## src/rtl/mux_control_unit.sv

```systemverilog
// Purpose: registered datapath mux selects for an in-place radix-2 FFT memory controller.
// Latency: m0_s/m1_s/m2_s one cycle after the sampled inputs; m3_s two cycles.
// Backpressure: none; selects follow the inputs every cycle unconditionally.
module mux_control_unit #(
  parameter int NUMSTAGES = 5
) (
  input  logic                 clk,
  input  logic                 rst,
  input  logic                 ld_data,
  input  logic [NUMSTAGES-3:0] counter_r,
  input  logic [2:0]           stage_num_r,
  output logic                 m0_s,
  output logic [1:0]           m1_s,
  output logic                 m2_s,
  output logic                 m3_s
);

  // Stage index of the unload phase, and the first stage whose pair spacing
  // no longer crosses banks (bank swap disabled from here on).
  localparam logic [2:0] LP_UNLOAD_STAGE = 3'(NUMSTAGES);
  localparam logic [2:0] LP_NOSWAP_STAGE = 3'(NUMSTAGES - 2);

  logic       w_m1;
  logic [1:0] w_m1_sel;
  logic       w_m2_sel;

  logic       r_m0;
  logic [1:0] r_m1;
  logic       r_m2;
  logic       r_m3;

  // Address mode: load has priority, then compute, unload, and idle for anything beyond.
  always_comb begin
    w_m1_sel = 2'b11;
    if (ld_data) begin
      w_m1_sel = 2'b00;
    end else if (stage_num_r < LP_UNLOAD_STAGE) begin
      w_m1_sel = 2'b01;
    end else if (stage_num_r == LP_UNLOAD_STAGE) begin
      w_m1_sel = 2'b10;
    end
  end

  // Bank swap: stage s picks counter bit NUMSTAGES-3-s, so earlier stages toggle slower.
  always_comb begin
    w_m2_sel = 1'b0;
    if (!ld_data && (stage_num_r < LP_NOSWAP_STAGE)) begin
      for (int s = 0; s < NUMSTAGES - 2; s++) begin
        if (stage_num_r == 3'(s)) begin
          w_m2_sel = counter_r[NUMSTAGES-3-s];
        end
      end
    end
  end

  assign w_m1 = 1'b0;

  // Output registers; m3 is m2 delayed once more to line up with the butterfly write-back.
  always_ff @(posedge clk or posedge rst) begin
    if (rst) begin
      r_m0 <= 1'b0;
      r_m1 <= 2'b00;
      r_m2 <= 1'b0;
      r_m3 <= 1'b0;
    end else begin
      r_m0 <= ld_data;
      r_m1 <= w_m1_sel | {1'b0, w_m1};
      r_m2 <= w_m2_sel;
      r_m3 <= r_m2;
    end
  end

  assign m0_s = r_m0;
  assign m1_s = r_m1;
  assign m2_s = r_m2;
  assign m3_s = r_m3;

endmodule

```

## config.mk

```make
export PLATFORM = sky130hd
export DESIGN_NAME = mux_control_unit
export DESIGN_NICKNAME = d
export VERILOG_FILES = /design/src/rtl/mux_control_unit.sv
export SDC_FILE = /design/constraint.sdc
export NUM_CORES = 1
export LEC_CHECK = 0
export BUFFER_PORTS_ARGS = -buffer_cell sky130_fd_sc_hd__buf_2
export CAP_MARGIN = 40
export CORE_AREA = 2 2 39 41
export CTS_BUF_LIST = sky130_fd_sc_hd__clkbuf_4 sky130_fd_sc_hd__clkbuf_8 sky130_fd_sc_hd__clkbuf_16
export DETAILED_ROUTE_END_ITERATION = 12
export DIE_AREA = 0 0 41 43
export SLEW_MARGIN = 20
export SYNTH_ARGS = -nofsm -noshare
export SYNTH_HDL_FRONTEND = slang
export SYNTH_SLANG_ARGS = --single-unit
```

## constraint.sdc

```tcl
create_clock -name clk -period 0.8 [get_ports clk]
set_clock_uncertainty 0.05 [all_clocks]
set_input_delay 0.08 -clock clk [delete_from_list [all_inputs] [get_ports clk]]
set_output_delay 0.08 -clock clk [all_outputs]
set_load 0.02 [all_outputs]
```

==> impl_metrics.py <==
metrics = {
    "place": {
        "dp.cells": 45,
        "portBuffers": 13,
        "place_ws_ns": -0.0668,
        "place_area_um2": 284,
        "gp_congestion": 0.638,
    },
    "floorplan": {
        "die_w_um": 41,
        "die_h_um": 43,
        "rows": 14,
        "dieArea_um2": 1760,
        "start_util_pct": 13.3,
        "core_um2": 1380,
        "ios": 14,
    },
    "finish": {
        "nNetsFinal": 45,
        "final_area_um2": 363,
        "drive_gt1_share_pct": 60.0,
        "fin_cells": 51,
        "num_antenna_cells": 0,
        "area_delta_synth_final_pct": 97.3,
        "fin_util_pct": 26.2,
    },
    "critical_path": {
        "arrival_ns": 0.75,
        "cp_num_cells": 1,
        "worstPathRequired_ns": 0.67,
        "cp-startpoint": "m2_s$_DFF_PP0_",
        "cp_cell_sequence": "buf_6",
        "worst-r2r-cell-count": 1,
        "r2r_slack_ns": 0.13,
        "timing.critical_path.to": "m2_s",
        "crit_buf_inv": 1,
        "critPathKind": "reg2out",
        "cpMaxStageDelayCell": "dfrtp_1",
        "r2r-end": "m3_s$_DFF_PP0_",
        "cp_top_family": "flip-flops",
        "worst_setup_path_start_kind": "register",
        "max_stage_delay_ns": 0.38,
        "reg2reg_from": "m2_s$_DFF_PP0_",
        "end_kind": "primary output",
        "crit_fanout": 2,
    },
    "clock_network": {
        "clock_latency_ns": 0.24,
        "clkTransAtPathRegs_ns": 0.04,
        "htree_levels": 1,
        "cts_tree": "built",
        "clockBufferDepth": 2,
        "clock_sinks": 5,
        "cts-buffers-inserted": 3,
        "cts_hold_buf": 1,
        "root_buffer": "clkbuf_4",
    },
    "grt": {
        "grt_usage_pct": 6.76,
        "grt_pass1_vias": 165,
        "grt_antenna_before_repair": 0,
        "grt_pass1_wl_um": 655,
        "grt_max_degree": 6,
        "grt-ovfl-total": 0,
    },
    "logic_synthesis": {
        "synth_cell_types": 7,
        "yosysWarningCount": 0,
        "synth_edf_count": 0,
        "synth.cell_area_um2": 184,
        "yosysTopAreaCellShare_pct": 68.0,
        "ys_ff_latch": 5,
        "synthesis.nets": 23,
        "yosysSeqAreaShare_pct": 68.0,
        "synthesis.instances": 14,
        "syn_area_per_cell_um2": 13.1,
        "yosys-top-cells-count": "5 x dfrtp_1, 4 x inv_1",
        "ys.flop_type": "dfrtp_1",
        "synth_area_leaders": "dfrtp_1 68%, a2111oi_2 8.2%, inv_1 8.2%",
        "yosysMostFrequentCell": "dfrtp_1",
        "async_flop_share_pct": 100,
        "yosysTopAreaCell": "dfrtp_1",
    },
    "hold_path": {
        "hold_path_depth": 1,
        "hold_path_class": "in2reg",
    },
    "detailed_routing": {
        "first_iter_violations": 3,
        "routed_via_density": 3.35,
        "drc": 0,
        "vias": 171,
        "wirelength_um": 412,
        "wire_per_inst_um": 8.08,
        "drt_first_pass_iters": 4,
        "final_antenna_net_count": 0,
    },
    "status": {
        "status": "complete, but fails checks",
        "failed_checks": "hold timing, setup timing",
    },
    "sta": {
        "final.setup.worst_slack_ns": -0.0819,
        "max_slew_margin_pct": 81.3,
        "hold-worst-slack_ns": -0.0385,
        "fin_crit_ns": 0.882,
        "slew_violations": 0,
        "worst_slew_pin_slew_ns": 0.280,
        "tns_ns": -0.334,
        "clock.fmax_ghz": 1.13,
        "finalSetupViolations": 5,
        "fin_crit_sh_pct": 110,
        "hold_viol": 2,
        "rsz0062_at_grt": "yes",
    },
    "power_and_ir_drop": {
        "power_mw": 0.703,
        "ir_worst_vdd_mv": 0.435,
        "powerDensity_nw_per_um2": 1940,
        "p_leak_nw": 0.196,
    },
    "run": {
        "cap_violations": 0,
    },
}
-- sequential cells by signal (all words and copies together), names as in the netlist --
register  count
m2_s          1
m1_s          2
m3_s          1
m0_s          1
-- what timing repair did --
action | CTS | global route
endpoints found under the setup margin | 5 | 5
buffers inserted | 1 | 0
hold endpoints to repair | 8 | 3
resized for setup | 10 | 0
-- worst min path at each step --
stage / from / end
finish: ld_data / m0_s$_DFF_PP0_
global route: ld_data / m0_s$_DFF_PP0_
CTS: ld_data / m0_s$_DFF_PP0_
detailed placement: rst / m3_s$_DFF_PP0_
global placement: rst / m3_s$_DFF_PP0_
floorplan: rst / m0_s$_DFF_PP0_
-- final cells by class --
| cell class | instances | area [um^2] |
|---|---|---|
| Clock buffer | 4 | 30.0 |
| Inverter | 4 | 15.0 |
| Tap cell | 16 | 20.0 |
| Multi-Input combinational cell | 5 | 43.8 |
| Timing Repair Buffer | 17 | 129 |
| Fill cell | 147 | 1020 |
| Sequential cell | 5 | 125 |
-- placed cells by master, fill, tap and decap left out, types with 3 or more instances in the layout --
cell type / instances
clkbuf_4: 4
buf_6: 5
buf_2: 8
dfrtp_1: 5
inv_1: 4
buf_4: 3
-- metal layers --
metal  routed length (um)  vias to the layer above  track usage (%)
met5                    0                        -                0
met4                    0                        0             8.00
met3                   73                        0             6.28
met2                  144                       14             6.25
met1                  193                       68             7.52
li1                     -                       89                -
-- power by group --
part | internal (mW) | switching, mW | leakage [nW]
combinational | 0.0590 | 0.0499 | 0.114
clock | 0.222 | 0.0988 | 0.0184
sequential | 0.267 | 0.00632 | 0.0638
-- cells by family (layout without fill, tap and decap cells) --
| kind of cell | Yosys count | count (layout) | synth area share [%] |
|---|---|---|---|
| compound gates | 4 | 4 | 18.4 |
| buf+inv | 4 | 25 | 8.16 |
| flops | 5 | 5 | 68.0 |
| mux | 1 | 1 | 5.44 |
(Power assumes the default switching activity.)
